## src/rtl/reg_file_pkg.sv

```systemverilog
// Shared constants and helpers for the parametrised register file.
// Optional same-edge write bypass is enabled with `define REG_FILE_BYPASS_EN.
package reg_file_pkg;

    typedef logic [1:0] clr_state_t;

    localparam clr_state_t ST_IDLE  = 2'd0;
    localparam clr_state_t ST_CLEAR = 2'd1;
    localparam clr_state_t ST_DONE  = 2'd2;

    localparam int DEF_DATA_W = 16;
    localparam int DEF_ADDR_W = 2;
    localparam int DEF_NRD    = 2;

    function automatic logic [7:0] merge_byte(
        input logic [7:0] old_b,
        input logic [7:0] new_b,
        input logic       en
    );
        return en ? new_b : old_b;
    endfunction

endpackage

```

## src/rtl/reg_file_if.sv

```systemverilog
// Write, read and clear signals of the register file.
// master drives requests, slave (the register file) answers them.
interface reg_file_if #(
    parameter int DATA_W = 16,
    parameter int ADDR_W = 2,
    parameter int NRD    = 2
);

    logic                   wr_en;
    logic [ADDR_W-1:0]      w_addr;
    logic [DATA_W/8-1:0]    w_be;
    logic [DATA_W-1:0]      w_data;
    logic                   wr_ready;
    logic [NRD*ADDR_W-1:0]  r_addr;
    logic [NRD*DATA_W-1:0]  r_data;
    logic                   clr_req;
    logic                   clr_busy;
    logic                   clr_done;

    modport master (
        output wr_en, w_addr, w_be, w_data,
        output r_addr, clr_req,
        input  wr_ready, r_data, clr_busy, clr_done
    );

    modport slave (
        input  wr_en, w_addr, w_be, w_data,
        input  r_addr, clr_req,
        output wr_ready, r_data, clr_busy, clr_done
    );

endinterface

```

## src/rtl/reg_file_clr_fsm.sv

```systemverilog
// Bulk-clear sequencer: sweeps every address once, then pulses done.
// Built the same way with or without REG_FILE_BYPASS_EN.
module reg_file_clr_fsm
    import reg_file_pkg::*;
#(
    parameter int ADDR_W = DEF_ADDR_W
) (
    input  logic              clk,
    input  logic              rst,
    input  logic              clr_req,
    output logic              clr_busy,
    output logic              clr_done,
    output logic              clr_we,
    output logic [ADDR_W-1:0] clr_idx
);

    localparam logic [ADDR_W-1:0] LAST = '1;

    clr_state_t state;

    always_ff @(posedge clk or posedge rst) begin
        if (rst) begin
            state   <= ST_IDLE;
            clr_idx <= '0;
        end else begin
            unique case (state)
                ST_IDLE: begin
                    if (clr_req) begin
                        state   <= ST_CLEAR;
                        clr_idx <= '0;
                    end
                end
                ST_CLEAR: begin
                    clr_idx <= clr_idx + ADDR_W'(1);
                    if (clr_idx == LAST)
                        state <= ST_DONE;
                end
                ST_DONE: state <= ST_IDLE;
                default: state <= ST_IDLE;
            endcase
        end
    end

    assign clr_busy = (state == ST_CLEAR);
    assign clr_done = (state == ST_DONE);
    assign clr_we   = clr_busy;

endmodule

```

## src/rtl/reg_file_param.sv

```systemverilog
// DEPTH x DATA_W register file: one byte-masked write port, NRD registered reads,
// optional hardwired-zero R0, bulk clear. `define REG_FILE_BYPASS_EN for write bypass.
module reg_file_param
    import reg_file_pkg::*;
#(
    parameter int DATA_W  = DEF_DATA_W,
    parameter int ADDR_W  = DEF_ADDR_W,
    parameter int NRD     = DEF_NRD,
    parameter int ZERO_R0 = 0
) (
    input logic        clk,
    input logic        rst,
    reg_file_if.slave  bus
);

    localparam int DEPTH = 1 << ADDR_W;
    localparam int NB    = DATA_W / 8;

    logic [DATA_W-1:0] mem [DEPTH];

    logic              clr_busy;
    logic              clr_done;
    logic              clr_we;
    logic [ADDR_W-1:0] clr_idx;

    logic              wr_block;
    logic              wr_fire;
    logic [DATA_W-1:0] wr_old;
    logic [DATA_W-1:0] wr_word;
    logic [DATA_W-1:0] rd_q_arr [NRD];

    reg_file_clr_fsm #(
        .ADDR_W (ADDR_W)
    ) u_clr (
        .clk      (clk),
        .rst      (rst),
        .clr_req  (bus.clr_req),
        .clr_busy (clr_busy),
        .clr_done (clr_done),
        .clr_we   (clr_we),
        .clr_idx  (clr_idx)
    );

    assign bus.wr_ready = ~clr_busy;
    assign bus.clr_busy = clr_busy;
    assign bus.clr_done = clr_done;

    // R0 writes are squashed here so neither storage nor bypass sees them
    assign wr_block = (ZERO_R0 != 0) && (bus.w_addr == '0);
    assign wr_fire  = bus.wr_en & ~clr_busy & ~wr_block;
    assign wr_old   = mem[bus.w_addr];

    always_comb begin
        wr_word = '0;
        for (int i = 0; i < NB; i++)
            wr_word[8*i +: 8] = merge_byte(wr_old[8*i +: 8],
                                           bus.w_data[8*i +: 8],
                                           bus.w_be[i]);
    end

    always_ff @(posedge clk or posedge rst) begin
        if (rst) begin
            for (int i = 0; i < DEPTH; i++)
                mem[i] <= '0;
        end else if (clr_we) begin
            mem[clr_idx] <= '0;
        end else if (wr_fire) begin
            mem[bus.w_addr] <= wr_word;
        end
    end

    for (genvar k = 0; k < NRD; k++) begin : g_rd
        logic [ADDR_W-1:0] ra;
        logic [DATA_W-1:0] rd_next;
        logic [DATA_W-1:0] rd_q;

        assign ra = bus.r_addr[k*ADDR_W +: ADDR_W];

        always_comb begin
            rd_next = mem[ra];
`ifdef REG_FILE_BYPASS_EN
            if (wr_fire && (ra == bus.w_addr))
                rd_next = wr_word;
`endif
            if ((ZERO_R0 != 0) && (ra == '0))
                rd_next = '0;
        end

        always_ff @(posedge clk or posedge rst) begin
            if (rst)
                rd_q <= '0;
            else
                rd_q <= rd_next;
        end

        assign rd_q_arr[k] = rd_q;
    end

    always_comb begin
        bus.r_data = '0;
        for (int k = 0; k < NRD; k++)
            bus.r_data[k*DATA_W +: DATA_W] = rd_q_arr[k];
    end

endmodule

```

## src/flat_wrapper.sv

```systemverilog
// flat-port wrapper written by rule: the top's interface ports become plain ports
module reg_file_param_flat import reg_file_pkg::*;
#(
    parameter int DATA_W  = DEF_DATA_W,
    parameter int ADDR_W  = DEF_ADDR_W,
    parameter int NRD     = DEF_NRD,
    parameter int ZERO_R0 = 0
)
  (clk, rst, bus_wr_en, bus_w_addr, bus_w_be, bus_w_data, bus_r_addr, bus_clr_req, bus_wr_ready, bus_r_data, bus_clr_busy, bus_clr_done);
  reg_file_if #(.DATA_W(DATA_W), .ADDR_W(ADDR_W), .NRD(NRD)) bus_i ();
  input logic clk;
  input logic rst;
  input wire logic [$bits(bus_i.wr_en)-1:0] bus_wr_en;
  input wire logic [$bits(bus_i.w_addr)-1:0] bus_w_addr;
  input wire logic [$bits(bus_i.w_be)-1:0] bus_w_be;
  input wire logic [$bits(bus_i.w_data)-1:0] bus_w_data;
  input wire logic [$bits(bus_i.r_addr)-1:0] bus_r_addr;
  input wire logic [$bits(bus_i.clr_req)-1:0] bus_clr_req;
  output wire logic [$bits(bus_i.wr_ready)-1:0] bus_wr_ready;
  output wire logic [$bits(bus_i.r_data)-1:0] bus_r_data;
  output wire logic [$bits(bus_i.clr_busy)-1:0] bus_clr_busy;
  output wire logic [$bits(bus_i.clr_done)-1:0] bus_clr_done;
  assign bus_i.wr_en = bus_wr_en;
  assign bus_i.w_addr = bus_w_addr;
  assign bus_i.w_be = bus_w_be;
  assign bus_i.w_data = bus_w_data;
  assign bus_i.r_addr = bus_r_addr;
  assign bus_i.clr_req = bus_clr_req;
  assign bus_wr_ready = bus_i.wr_ready;
  assign bus_r_data = bus_i.r_data;
  assign bus_clr_busy = bus_i.clr_busy;
  assign bus_clr_done = bus_i.clr_done;
  reg_file_param #(.DATA_W(DATA_W), .ADDR_W(ADDR_W), .NRD(NRD), .ZERO_R0(ZERO_R0)) u_core (.clk(clk), .rst(rst), .bus(bus_i));
endmodule
```

## config.mk

```make
export PLATFORM = sky130hd
export DESIGN_NAME = reg_file_param_flat
export DESIGN_NICKNAME = d
export VERILOG_FILES = /design/src/rtl/reg_file_pkg.sv /design/src/rtl/reg_file_if.sv /design/src/rtl/reg_file_clr_fsm.sv /design/src/rtl/reg_file_param.sv /design/src/flat_wrapper.sv
export SDC_FILE = /design/constraint.sdc
export NUM_CORES = 1
export LEC_CHECK = 0
export BUFFER_PORTS_ARGS = -buffer_cell sky130_fd_sc_hd__buf_2
export CELL_PAD_IN_SITES_DETAIL_PLACEMENT = 0
export CELL_PAD_IN_SITES_GLOBAL_PLACEMENT = 1
export CORE_AREA = 5 5 110 122
export CTS_CLUSTER_SIZE = 10
export DETAILED_ROUTE_END_ITERATION = 7
export DIE_AREA = 0 0 115 127
export PLACE_DENSITY = 0.69
export REMOVE_ABC_BUFFERS = 1
export SETUP_SLACK_MARGIN = 0.2
export SYNTH_ARGS = -nofsm -noshare
export SYNTH_HDL_FRONTEND = slang
export SYNTH_SLANG_ARGS = --single-unit
```

## constraint.sdc

```tcl
create_clock -name clk -period 3.7 [get_ports clk]
set_input_delay 0.74 -clock clk [delete_from_list [all_inputs] [get_ports clk]]
set_output_delay 0.74 -clock clk [all_outputs]
set_load 0.005 [all_outputs]
```

== Word-level counts from Yosys, hierarchy flattened ==
Index checks and enable logic that the tools add are counted.
Operators by class
  reduce and logical (&&, ||, !) cells: 7
  multiplexer cells: 23
  bitwise operators: 8
  add/subtract/negate cells: 1
  equality and inequality tests: 5
  order comparisons: 6
Operator list (count)
  two-way mux 16 bit: 8
  two-way mux 64 bit: 2
  binary-select mux 16 bit (select 2 bit): 3
  AND 64 bit: 1
  bitwise mux 64 bit: 1
  demux 16 bit (select 2 bit): 2
  inverter 64 bit: 1
  two-way mux 8 bit: 2
  greater-or-equal comparator 3 bit, second input constant: 4
  inverter 2 -> 3 bit: 4
  case mux 2 bit (2 select lines): 2
  < comparator 3 x 1 -> 1 bit, second input constant: 2
  two-way mux 2 bit: 3
  == test 2 bit, second input constant: 2
  != test 2 bit, second input constant: 2
  AND reduction 2 bit: 2
  nonzero test 2 bit: 2
  adder 2 x 1 -> 2 bit, second input constant: 1
  == test 2 x 1 -> 1 bit, second input constant: 1
  logical AND 1 bit: 2
  logical NOT 2 bit: 1
  AND 1 bit: 1
  inverter 1 bit: 1
Storage, ports and cells
  word-level logic and storage cells: 58
  bits of input ports: 28
  output and inout bits: 35
  flip-flop bits (word level): 100

== Depth between registers and ports, before layout ==
Gate-level depths: netlist of the first run.
  depth after elaboration: 8
  depth in mapped cells: 6
  mapped depth without buffers: 5

== Modules after synthesis ==
Synthesis of the first run repeated with hierarchy kept, for this count alone.
Unflattened totals
  cell total of the unflattened synthesis: 391
  area, all modules: 5031.1 um^2
Modules (own cells, without submodules)
  reg_file_param: sequential area each 2402.3 um^2, area an instance 4829.6 um^2, cells each 377, times used 1
  reg_file_clr_fsm: sequential area each 100.1 um^2, area an instance 201.4 um^2, cells each 14, times used 1

== Least setup slack after synthesis of the first run ==
OpenSTA, ideal clock, no wires.
  kind: input -> register
  start point: input port bus_r_addr[1]
  end point: register u_core.g_rd[0].rd_q[10]
  path slack: 1.806 ns
  required time: 3.562 ns
  arrival: 1.756 ns
  cell stages on the path: 3
  library setup time: 0.138 ns
  path buffers: 2
  cell sequence: buf_2 buf_2 mux4_2
On the way
  cells in the longest elaborated chain, start to end: 4
Ends and longest elaborated chain
  start: declaration: RTL line flat_wrapper.sv:17  | input wire logic [$bits(bus_i.r_addr)-1:0] bus_r_addr;
  inverter 2 -> 3 bit (implied by the code): RTL line reg_file_param.sv:80  | rd_next = mem[ra];
  binary-select mux 16 bit (select 2 bit): RTL line reg_file_param.sv:80
  two-way mux 16 bit (implied by the code) (2 in a row): RTL line reg_file_param.sv:80
  via u_core.g_rd[0].rd_next[10]: RTL line reg_file_param.sv:74  | logic [DATA_W-1:0] rd_next;
  end signal: assignment: RTL line reg_file_param.sv:93  | rd_q <= rd_next;
  end: declaration: RTL line reg_file_param.sv:75  | logic [DATA_W-1:0] rd_q;
The timed path passes the listed nets, and every way through them passes these cells. The select of a mux whose other input is x is not followed.
A chain may end at the register's enable or synchronous reset.

== Worst setup path in the final report of the first run ==
  start point: input port bus_w_addr[1]
  end point: register u_core.mem[12] in the netlist's numbering
On the way
  cells in the longest elaborated chain, start to end: 8
  elaborated cells on any way between the ends: 13
  those cells by class: order compare (2); mux (9); bitwise (1); reduce/logical (1)
Ends and longest elaborated chain
  start: declaration: RTL line flat_wrapper.sv:14  | input wire logic [$bits(bus_i.w_addr)-1:0] bus_w_addr;
  inverter 2 -> 3 bit (implied by the code) (*): RTL line reg_file_param.sv:51, reg_file_param.sv:68
  greater-or-equal comparator 3 bit (implied by the code), or another cell as far along: RTL line reg_file_param.sv:68  | mem[bus.w_addr] <= wr_word;
  logical AND 1 bit (implied by the code) / two-way mux 16 bit (equally long branches): RTL line reg_file_param.sv:68, reg_file_param.sv:51
  two-way mux 16 bit, on equally long branches: RTL line reg_file_param.sv:68, reg_file_param.sv:51
  demux 16 bit (select 2 bit) / two-way mux 8 bit (equally long branches): RTL line reg_file_param.sv:68, reg_file_pkg.sv:20
  bitwise mux 64 bit (*): RTL line reg_file_param.sv:68
  two-way mux 64 bit (*): RTL line reg_file_param.sv:67  | end else if (wr_fire) begin
  two-way mux 64 bit (*): RTL line reg_file_param.sv:65  | end else if (clr_we) begin
  end signal: indexed assignment: RTL line reg_file_param.sv:68
  end: declaration: RTL line reg_file_param.sv:19  | logic [DATA_W-1:0] mem [DEPTH];
Every way passes the cells marked *; elsewhere a longest branch is shown, timed or not. The select of a mux whose other input is x is not followed.

==> summary.md, run 1 <==
| Metric | Value |
|---|---|
| H-tree depth | 3 |
| Status | finished, final reports clean |
| CTS Buf Count | 9 |
| RD Place Congestion | 0.773 |
| Mapped Cells | 325 |
| Arrival time at the worst endpoint | 2.54 ns |
| Synthesized cell area | 0.00480 sq mm |
| Post-CTS setup repair buffer count | 0 |
| Tcrit/Tclk final | 61.2% |
| Final Cell Area | 0.00547 sq mm |
| Initial core utilization | 40.1% |
| First-pass GRT wire length | 19400 microns |
| Hold Path Origin | u_core.u_clr.state[1] |
| Hold/Removal Path Class | reg -> reg |
| Row cnt | 42 |
| Routed vias/inst | 6.11 |
| Placed Instance Area | 0.00518 sq mm |
| Post-route setup slack | 1.44 ns |
| Drt wl/cell | 22.7 microns |
| Worst slack, placed | 1.15 ns |
| Setup TNS | 0 ns |
| Fin nets | 409 |
| Synth Register Bits | 100 |
| Vias in the first global route | 3418 |
| P_leak | 2.67 nW |
| I/O pins | 63 |
| Distinct cells, synth | 28 |
| Clk pin slew, worst setup/hold paths | 0.07 ns |
| Crit-path cells | buf_2 -> buf_4 -> mux2i_1 -> a222oi_1 -> a22o_1 |
| Die W | 115 microns |
| Residual DRC | 0 |
| Worst Hold End | u_core.u_clr.state[0] |
| Fillers | 1082 |
| DRT iter0 DRCs | 255 |
| Critical path data required time | 3.98 ns |
| Max_cap viols | 0 |
| Cts hold-fix bufs | 0 |
| Layout cells sized above 1 | 32.7% |
| RSZ-0062 raised after global routing | no |
| Cts repair resizes | 0 |
| CP Launch Point | bus_w_addr[1] |
| Die span in y | 127 microns |
| Commonest non-fill, non-tap cell in the layout | dfrtp_1 |
| GRT Util Overall | 17.5% |
| Clock skew | 0.00740 ns |
| CTS sink count | 100 |
| Routed Antenna Nets | 0 |
| Setup violators final | 0 |
| RR Endpoint | u_core.mem[10] |
| Core Area | 0.0120 sq mm |
| Commonest non-fill, non-tap cells in the layout | 100 x dfrtp_1, 65 x a22o_1, 62 x buf_2 |
| CP max stage cell | a222oi_1 |
| Layout Utilization | 45.7% |
| Critical Path Stages | 5 |
| Max-slew violations | 0 |
| Cells on worst reg2reg path | 4 |
| Fin crit period | 2.26 ns |
| Yosys top cell by area | dfrtp_1 |
| ANT cells | 0 |
| Top-area cell type share of the netlist area | 52.1% |
| Power per cell area | 782 mW/mm^2 |
| Largest net degree at the start of global routing | 73 |
| Setup crit end kind | register |
| Final Hold Violating Endpoints | 0 |
| Clk_lat worst skew | 0.34 ns |
| Hold depth | 1 |
| Startpoint Class | primary input |
| Synth area leaders | dfrtp_1 52%, mux4_2 15%, a22o_1 12%, mux2i_1 6.9%, a222oi_1 3.3% |
| HPWL reported at the end of detailed placement | 7450 microns |
| Slew HR | 39.7% |
| IO Port Bufs | 62 |
| Yosys Warn Count | 0 |
| Gr ovfl total | 0 |
| Buf+Inv Stages, Crit Path | 2 |
| P&R area growth vs syn | 13.9% |
| Worst vdd ir | 0.000361 V |
| CTS Buffer Depth | 2 |
| R2r startpoint | u_core.u_clr.state[1] |
| Initial antenna violation count | 0 |
| Highest clock rate | 0.442 GHz |
| Delay of the slowest cell on the worst path | 0.60 ns |
| Setup slack, reg-to-reg | 1.64 ns |
| TritonCTS clock tree | done |
| Worst-Margin Slew | 0.901 ns |
| Worst-path maximum fanout | 21 |
| Via Count | 3275 |
| Full die area | 0.0146 sq mm |
| Crit path kind | in -> reg |
| Seq/Total Area, Yosys | 52.1% |
| Post-Route WL | 12200 microns |
| Clock Tree Root | clkbuf_16 |
| Drt first pass iters | 5 |
| Post-Syn Area per Cell | 14.8 sq um |
| Kind of cell adding the most delay to the critical path | compound AO/OA/AOI/OAI gates |
[routing by layer]
metal | share of wire (%) | GRT usage (%) | vias up
met4 | 2.9 | 7.25 | 0
li1 | - | - | 1397
met1 | 40 | 23.4 | 1727
met2 | 52 | 28.9 | 123
met5 | 0 | 0 | -
met3 | 5.2 | 2.13 | 28
[cell usage after synthesis, drive strengths merged]
library cell,count
a222oi,16
a22o,65
a31oi,4
and2,1
and2b,1
and3,2
and3b,4
buf,26
clkbuf,2
clkinv,1
dfrtp,100
ha,4
inv,21
mux2i,33
mux4,32
nand2,2
nand2b,1
nor2,3
nor2b,3
nor3,2
o21ai,1
o21bai,1
[worst max-delay path by stage]
stage	to	slack [ns]
after floorplan	u_core.g_rd[0].rd_q[0]	0.34
after global placement	u_core.mem[27]	1.20
after detailed placement	u_core.mem[27]	1.15
after CTS	bus_clr_busy	1.45
after global routing	u_core.mem[12]	1.30
final	u_core.mem[12]	1.44
[stage by stage]
step | hold slack, ns | instances | power (mW)
after detailed placement | 0.529 | 520 | 3.36
final | 0.544 | 536 | 4.28
after global placement | 0.523 | 520 | 3.31
after floorplan | 0.477 | 297 | 2.78
after CTS | 0.550 | 536 | 4.31
after global routing | 0.562 | 536 | 4.54
[cell families after synthesis]
group | Yosys count | share of synthesized area (%)
flip-flops | 100 | 52.1
multiplexers | 65 | 21.9
AO/OA/AOI/OAI | 87 | 16.5
buffers and inverters | 50 | 5.60
AND/OR/NAND/NOR | 19 | 2.92
adder cells (fa/ha/maj) | 4 | 1.04
[sequential cells by signal, indices dropped and copies added (netlist names)]
register	count
u_core.u_clr.clr_idx	2
u_core.g_rd.rd_q	32
u_core.u_clr.state	2
u_core.mem	64
[power by group]
group          internal (mW)  leakage (nW)  total (mW)  switching (mW)
registers               1.57          1.35        1.96           0.386
clock network          0.523         0.131       0.932           0.408
logic                  0.754          1.19        1.39           0.639
[area by class of cell]
cell class	instances	area (sq um)	area share (%)
Multi-Input combinational cell	175	2030	37.2
Sequential cell	100	2500	45.7
Clock buffer	10	229	4.18
Inverter	22	87.6	1.60
Timing Repair Buffer	69	363	6.63
Tap cell	154	193	3.52
Clock inverter	6	65.1	1.19
No activity file was read; power rests on OpenSTA's default activity.
==> run 2: changes to the inputs <==
clock period = 2.3 ns   (was 3.7 ns; I/O delays follow)
==> run 2 against run 1 <==
Against the previous run:
- via count rose by 2.4%
- core utilization rose by 1.5 points
- clock power rose by 65%
- count of clock-buffer cells in the layout rose by 1
- die area did not move
- wire length rose by 1.3%
- critical path depth fell by 2
- flip-flop and latch count did not move
- first-iteration DRC count fell by 4.7%
- hold slack got worse by 0.43 ns
- combinational power rose by 65%
- critical endpoint is now bus_clr_busy
- largest power group unchanged
==> summary.md, run 2 (synthesis gave the netlist of run 1 again) <==
| Metric | Value |
|---|---|
| Highest clock rate | 0.512 GHz |
| Die span in y | 127 microns (unchanged) |
| Vias in the first global route | 3502 (+2.5%) |
| Initial core utilization | 40.1% (unchanged) |
| Power per cell area | 1240 mW/mm^2 (+58%) |
| Cts repair resizes | 0 (unchanged) |
| Layout cells sized above 1 | 35.4% (+2.7 points) |
| Largest net degree at the start of global routing | 44 (-40%) |
| Switching share of total power | 33.3% (-0.16 points) |
| Initial antenna violation count | 0 (unchanged) |
| Die W | 115 microns (unchanged) |
| Max-slew violations | 0 (unchanged) |
| Clock Tree Root | clkbuf_16 |
| RSZ-0062 raised after global routing | no |
| CTS Buffer Depth | 2 (unchanged) |
| HPWL reported at the end of detailed placement | 8010 microns (+7.5%) |
| Gr ovfl total | 0 (unchanged) |
| Clock network power share | 22.0% (+0.2 points) |
| Core Area | 0.0120 sq mm (unchanged) |
| Cts hold-fix bufs | 0 (unchanged) |
| Buf+Inv Stages, Crit Path | 2 (unchanged) |
| Top flop regs | u_core.mem: 64 flops, u_core.g_rd.rd_q: 32 flops |
| Setup violators final | 0 (unchanged) |
| Crit-path cells | nand2b_1 -> inv_4 -> buf_2 |
| Max FFs per register | 64 (unchanged) |
| Worst-path maximum fanout | 9 (-57%) |
| Tcrit/Tclk final | 84.9% |
| Slew HR | 56.7% (+17 points) |
| Fin cells | 552 (+3.0%) |
| CTS Buf Count | 9 (unchanged) |
| Drt wl/cell | 22.3 microns (-1.6%) |
| Via Count | 3352 (+2.4%) |
| Arrival time at the worst endpoint | 1.49 ns (-1.05 ns) |
| I/O pins | 63 (unchanged) |
| Routed Antenna Nets | 0 (unchanged) |
| Startpoint Class | register |
| Drt first pass iters | 8 (+3) |
| Residual DRC | 0 (unchanged) |
| Placed Instance Area | 0.00535 sq mm (+3.3%) |
| Row cnt | 42 (unchanged) |
| Final Cell Area | 0.00565 sq mm (+3.3%) |
| P_sw | 2.33 mW (+63%) |
| Comb pwr share | 32.8% (+0.2 points) |
| CP max stage cell | dfrtp_1 |
| Commonest non-fill, non-tap cell in the layout | dfrtp_1 |
| CTS sink count | 100 (unchanged) |
| Clk pin slew, worst setup/hold paths | 0.07 ns (about the same) |
| P&R area growth vs syn | 17.6% |
| Setup crit end kind | output pin |
| Commonest non-fill, non-tap cells in the layout | 100 x dfrtp_1, 65 x a22o_1, 62 x buf_2 |
| P_leak | 2.78 nW (+4.2%) |
| Post-Route WL | 12300 microns (+1.3%) |
| TritonCTS clock tree | done |
| Worst-Margin Slew | 0.649 ns (-0.252 ns) |
| Max_cap viols | 0 (unchanged) |
| First-pass GRT wire length | 19400 microns (-0.32%) |
| Inst Count DP | 536 (+3.1%) |
| Critical path data required time | 1.84 ns (-2.14 ns) |
| Kind of cell adding the most delay to the critical path | flip-flops |
| RD Place Congestion | 0.773 (about the same) |
| Clock skew | 0.00585 ns (-0.00155 ns) |
| Top reg by flops | u_core.mem |
| IO Port Bufs | 62 (unchanged) |
| Worst vdd ir | 0.000558 V (+55%) |
| Status | finished, final reports clean |
| Layout Utilization | 47.2% (+1.5 points) |
| Full die area | 0.0146 sq mm (unchanged) |
| Delay of the slowest cell on the worst path | 0.45 ns (-0.15 ns) |
| Hold/Removal Path Class | in -> async |
| Clk_lat worst skew | 0.34 ns (about the same) |
| Routed vias/inst | 6.07 (-0.62%) |
| H-tree depth | 3 (unchanged) |
| Final Hold Violating Endpoints | 0 (unchanged) |
| DRT iter0 DRCs | 243 (-4.7%) |
| Fin nets | 425 (+3.9%) |
| Internal | 4.66 mW (+64%) |
| Post-CTS setup repair buffer count | 0 (unchanged) |
| Crit path kind | reg -> out |
| Sequential power share | 45.2% (-0.5 points) |
| ANT cells | 0 (unchanged) |
| Fin crit period | 1.95 ns |
| GRT Util Overall | 17.3% (-0.18 points) |
-- run 2: power groups by stage --
stage	clock network, mW	logic, mW	registers (mW)
after floorplan	0	1.45	3.02
after global placement	0	2.27	3.12
after detailed placement	0	2.31	3.18
after CTS	1.57	2.32	3.15
after global routing	1.64	2.48	3.26
final	1.54	2.30	3.16
-- run 2: cell type report --
type	instances	area, sq um
sequential	100	2500
clock inverter	5	60.1
timing repair buffer	85	533
clock buffer	11	243
tap	154	193
inverter	22	87.6
multi-input combinational	175	2030
fill	1091	6330
-- run 2: layer usage --
metal	global-route usage, %	part of all wire [%]
met1	22.2	40
met2	29.5	52
met3	2.79	5.0
met4	6.35	2.5
met5	0	0
-- run 2: worst reg2reg max path: stages (launching register included) --
cell and delay (ns):
dfrtp_1 0.45, nand2b_1 0.37, a31oi_2 0.49, buf_4 0.27, a22o_1 0.16
-- run 2: path summary, 6_finish.rpt --
| kind | start | to | slack, ns | depth (start not counted) |
|---|---|---|---|---|
| max in group asynchronous | rst | u_core.mem[21] | 1.62 | 3 |
| min in group clk | bus_clr_req | u_core.u_clr.state[0] | 0.38 | 3 |
| worst min register to register | u_core.mem[18] | u_core.mem[18] | 0.54 | 1 |
| worst max-delay path | u_core.u_clr.state[1] | bus_clr_busy | 0.35 | 3 |
| worst max register to register | u_core.u_clr.state[1] | u_core.mem[19] | 0.49 | 4 |
| worst min-delay path | rst | u_core.mem[39] | 0.11 | 2 |
-- run 2: per-stage QoR --
step                      setup slack (ns)  setup TNS [ns]  total power, mW  hold slack [ns]
after floorplan                     -0.779          -77.88             4.47            0.477
after global placement               0.374               0             5.40            0.472
after detailed placement             0.294               0             5.49            0.483
after CTS                            0.335               0             7.04            0.115
after global routing                 0.257               0             7.39            0.141
final                                0.347               0             7.00            0.112
==> run 3: changes to the inputs <==
ABC_AREA = 1   (was unset)
CORE_AREA = 5 5 115 128   (was 5 5 110 122)
DIE_AREA = 0 0 120 133   (was 0 0 115 127)
PLACE_DENSITY = 0.75   (was 0.69)
clock period = 1.8 ns   (was 2.3 ns; I/O delays follow)
==> run 3 against run 2 <==
Against the previous run:
- global-route usage is 4.7 points higher
- wire length grew 39%
- sequential power increased by 25%
- via count rose by 54%
- worst setup slack lost 0.070 ns
- flip-flop and latch count did not move
- critical path type unchanged
- register-to-register slack worse by 0.17 ns
==> summary.md, run 3 <==
| Metric | Value |
|---|---|
| Inst Count DP | 905 (+69%) |
| Adder-cell share of the synthesized area | 0.940% (-0.10 points) |
| P_leak | 3.28 nW (+18%) |
| Full die area | 0.0160 sq mm (+9.3%) |
| HPWL reported at the end of detailed placement | 10700 microns (+33%) |
| Commonest non-fill, non-tap cells in the layout | 226 x nand2_1, 100 x dfrtp_1, 82 x nand3_1 |
| RR Endpoint | u_core.mem[11] |
| TritonCTS clock tree | done |
| Max-slew violations | 0 (unchanged) |
| Yosys top cell by area | dfrtp_1 |
| Initial antenna violation count | 0 (unchanged) |
| Max FFs per register | 64 (unchanged) |
| Residual DRC | 0 (unchanged) |
| Clk pin slew, worst setup/hold paths | 0.07 ns (about the same) |
| Post-Syn Area per Cell | 7.74 sq um (-48%) |
| Fin nets | 786 (+85%) |
| Switching share of total power | 39.1% (+5.7 points) |
| Routed Antenna Nets | 0 (unchanged) |
| P_sw | 3.55 mW (+52%) |
| Kind of cell adding the most delay to the critical path | flip-flops |
| Yosys Warn Count | 0 (unchanged) |
| Crit-path cells | inv_2 -> nand2_4 -> inv_6 -> buf_2 |
| Fin cells | 922 (+67%) |
| CTS sink count | 100 (unchanged) |
| Clock network power share | 21.7% (-0.3 points) |
| I/O pins | 63 (unchanged) |
| Top-area cell type share of the netlist area | 47.0% (-5.1 points) |
| Drt first pass iters | 5 (-3) |
| CP max stage cell | dfrtp_1 |
| Worst-Margin Slew | 0.614 ns (-0.0357 ns) |
| Worst vdd ir | 0.000756 V (+36%) |
| Synth Area in Compound Gates | 11.2% (-5.3 points) |
| Setup crit end kind | output pin |
| Final Hold Violating Endpoints | 0 (unchanged) |
| Gr ovfl total | 0 (unchanged) |
| Placed Instance Area | 0.00594 sq mm (+11%) |
| Total power | 9.08 mW (+30%) |
| ANT cells | 0 (unchanged) |
| Tcrit/Tclk final | 84.6% |
| Clock skew | 0.00673 ns (+0.000879 ns) |
| Vias in the first global route | 4903 (+40%) |
| Critical path data required time | 1.44 ns (-0.40 ns) |
| Post-route setup slack | 0.277 ns (-0.0701 ns) |
| Setup slack, reg-to-reg | 0.32 ns (-0.17 ns) |
| Top_reg_cell synth | dfrtp_1 |
| Largest net degree at the start of global routing | 101 (+130%) |
| Synth Area in XOR/XNOR | 0% (unchanged) |
| Routed vias/inst | 5.59 (-8.0%) |
| Cells on worst reg2reg path | 6 (+2) |
| Synth Area in Simple Gates | 36.4% (+33 points) |
| Buf+Inv Stages, Crit Path | 3 (+1) |
| Setup TNS | 0 ns (unchanged) |
| Worst-path maximum fanout | 6 (-3) |
| Crit path kind | reg -> out |
| Comb pwr share | 34.9% (+2.1 points) |
| Final Cell Area | 0.00626 sq mm (+11%) |
| Highest clock rate | 0.657 GHz |
| Max_cap viols | 0 (unchanged) |
| Internal | 5.54 mW (+19%) |
| Worst slack, placed | 0.178 ns (-0.117 ns) |
| Die span in y | 133 microns (+4.7%) |
| IO Port Bufs | 62 (unchanged) |
| Post-Route WL | 17100 microns (+39%) |
| Commonest non-fill, non-tap cell in the layout | nand2_1 |
| Delay of the slowest cell on the worst path | 0.37 ns (-0.08 ns) |
| Top reg by flops | u_core.mem |
| CTS Buffer Depth | 2 (unchanged) |
| DRT iter0 DRCs | 561 (+130%) |
| Via Count | 5150 (+54%) |
| Combinational family with the most area after synthesis | simple AND/OR/NAND/NOR gates |
| Core Area | 0.0135 sq mm (+12%) |
| Post-synthesis mux area share | 0% (-22 points) |
| Synthesized cell area | 0.00533 sq mm (+11%) |
| Post-synth ARST share | 100% (unchanged) |
| Arrival time at the worst endpoint | 1.16 ns (-0.33 ns) |
| GRT Util Overall | 22.0% (+4.7 points) |
| RSZ-0062 raised after global routing | no |
| H-tree depth | 3 (unchanged) |
| Cts hold-fix bufs | 0 (unchanged) |
| Distinct cells, synth | 22 (-21%) |
| Slew HR | 59.0% (+2.3 points) |
| P&R area growth vs syn | 17.6% (about the same) |
| Synth area leaders | dfrtp_1 47%, nand2_1 16%, nand3_1 7.7%, o21ai_0 6.2%, nor2_1 4.7% |
| Row cnt | 45 (+7.1%) |
| Most common cell in the netlist | nand2_1 |
| Synth Register Bits | 100 (unchanged) |
| RD Place Congestion | 0.856 (+11%) |
| Clock Tree Root | clkbuf_16 |
| Die W | 120 microns (+4.3%) |
| R2r startpoint | u_core.u_clr.state[0] |
| Initial core utilization | 39.6% (-0.52 points) |
| Layout cells sized above 1 | 22.4% (-13 points) |
| Drt wl/cell | 18.6 microns (-17%) |
| Mapped Cells | 688 (+110%) |
| Clk_lat worst skew | 0.35 ns (about the same) |
| Seq/Total Area, Yosys | 47.0% (-5.1 points) |
| Power per cell area | 1450 mW/mm^2 (+17%) |
| First-pass GRT wire length | 27100 microns (+40%) |
| Status | finished, final reports clean |
| CTS Buf Count | 9 (unchanged) |
| Startpoint Class | register |
| Fin crit period | 1.52 ns |
| Hold/Removal Path Class | in -> async |
| Sequential power share | 43.5% (-1.7 points) |
| Top flop regs | u_core.mem: 64 flops, u_core.g_rd.rd_q: 32 flops |
| Post-synth EDFFs | 0 (unchanged) |
| Top cells by count, synth | 226 x nand2_1, 100 x dfrtp_1, 82 x nand3_1, 66 x nor2_1, 66 x o21ai_0 |
| Setup violators final | 0 (unchanged) |
==> run 3: cell types whose count changed in the layout (fill, tap and decap cells not counted), moves of 4 or more <==
cell      before  now
a222oi_1      16    0
a22o_1        65    1
a31oi_2        4    0
and3b_1        4    0
inv_1         19   10
mux2i_1       33    0
mux4_2        32    0
nand2_1        2  226
nand2_2        0   31
nand3_1        0   82
nor2_1         3   66
o21ai_0        1   66
o22ai_1        0   33
or2_2          0   16
==> run 3: per-layer routing <==
layer / GRT usage [%] / wire length, microns
met2: 35.8 / 8280
met3: 3.16 / 1200
met1: 29.0 / 7060
met5: 0 / 0
met4: 9.87 / 570
==> run 3: final cells by class <==
cell class              instances  area [sq um]
clock buffers                  10           239
inverters                      15          66.3
repair buffers                 91           616
well taps                     164           205
flip-flops and latches        100          2500
multi-input cells             537          2580
clock inverters                 5          52.6
fillers                      1353          7190
==> run 3: worst max-delay path by stage <==
stage          cells past startpoint                endpoint                   from  slack [ns]
2_1_floorplan                      1  u_core.g_rd[0].rd_q[0]                    rst       -1.18
3_3_place_gp                       9          u_core.mem[48]          bus_w_addr[0]        0.21
3_5_place_dp                       9          u_core.mem[20]          bus_w_addr[0]        0.18
4_1_cts                            7          u_core.mem[44]  u_core.u_clr.state[1]        0.23
5_1_grt                            4            bus_clr_busy  u_core.u_clr.state[1]        0.21
6_report                           4            bus_clr_busy  u_core.u_clr.state[1]        0.28
==> run 3: timing repair <==
action,4_1_cts,5_1_grt
gates resized for setup,1,1
setup buffers,0,2
endpoints found under the setup margin,1,15
==> run 3: logic make-up after synthesis <==
group / count (synthesis)
DFF: 100
buffers and inverters: 51
and+or+nand+nor: 430
adders and majority gates: 4
AOI/OAI and AO/OA: 103
==> run 3: power groups by stage <==
stage / Sequential, mW / Combinational [mW] / Clock, mW
finish: 3.95 / 3.17 / 1.97
global placement: 3.93 / 3.01 / 0
detailed placement: 3.95 / 3.08 / 0
global route: 4.06 / 3.56 / 2.10
floorplan: 3.77 / 2.00 / 0
CTS: 3.92 / 3.11 / 2.02
==> run 3: metrics by stage <==
step / hold slack (ns) / util, %
floorplan: 0.482 / -
global placement: 0.517 / 44.1
detailed placement: 0.515 / 44.1
CTS: 0.165 / 46.3
global route: 0.174 / 46.5
finish: 0.0868 / 46.5
==> run 3: tightest hold or removal path, cell delays in order <==
cell	delay [ns]
buf_2	0.11
inv_4	0.05
buf_12	0.36
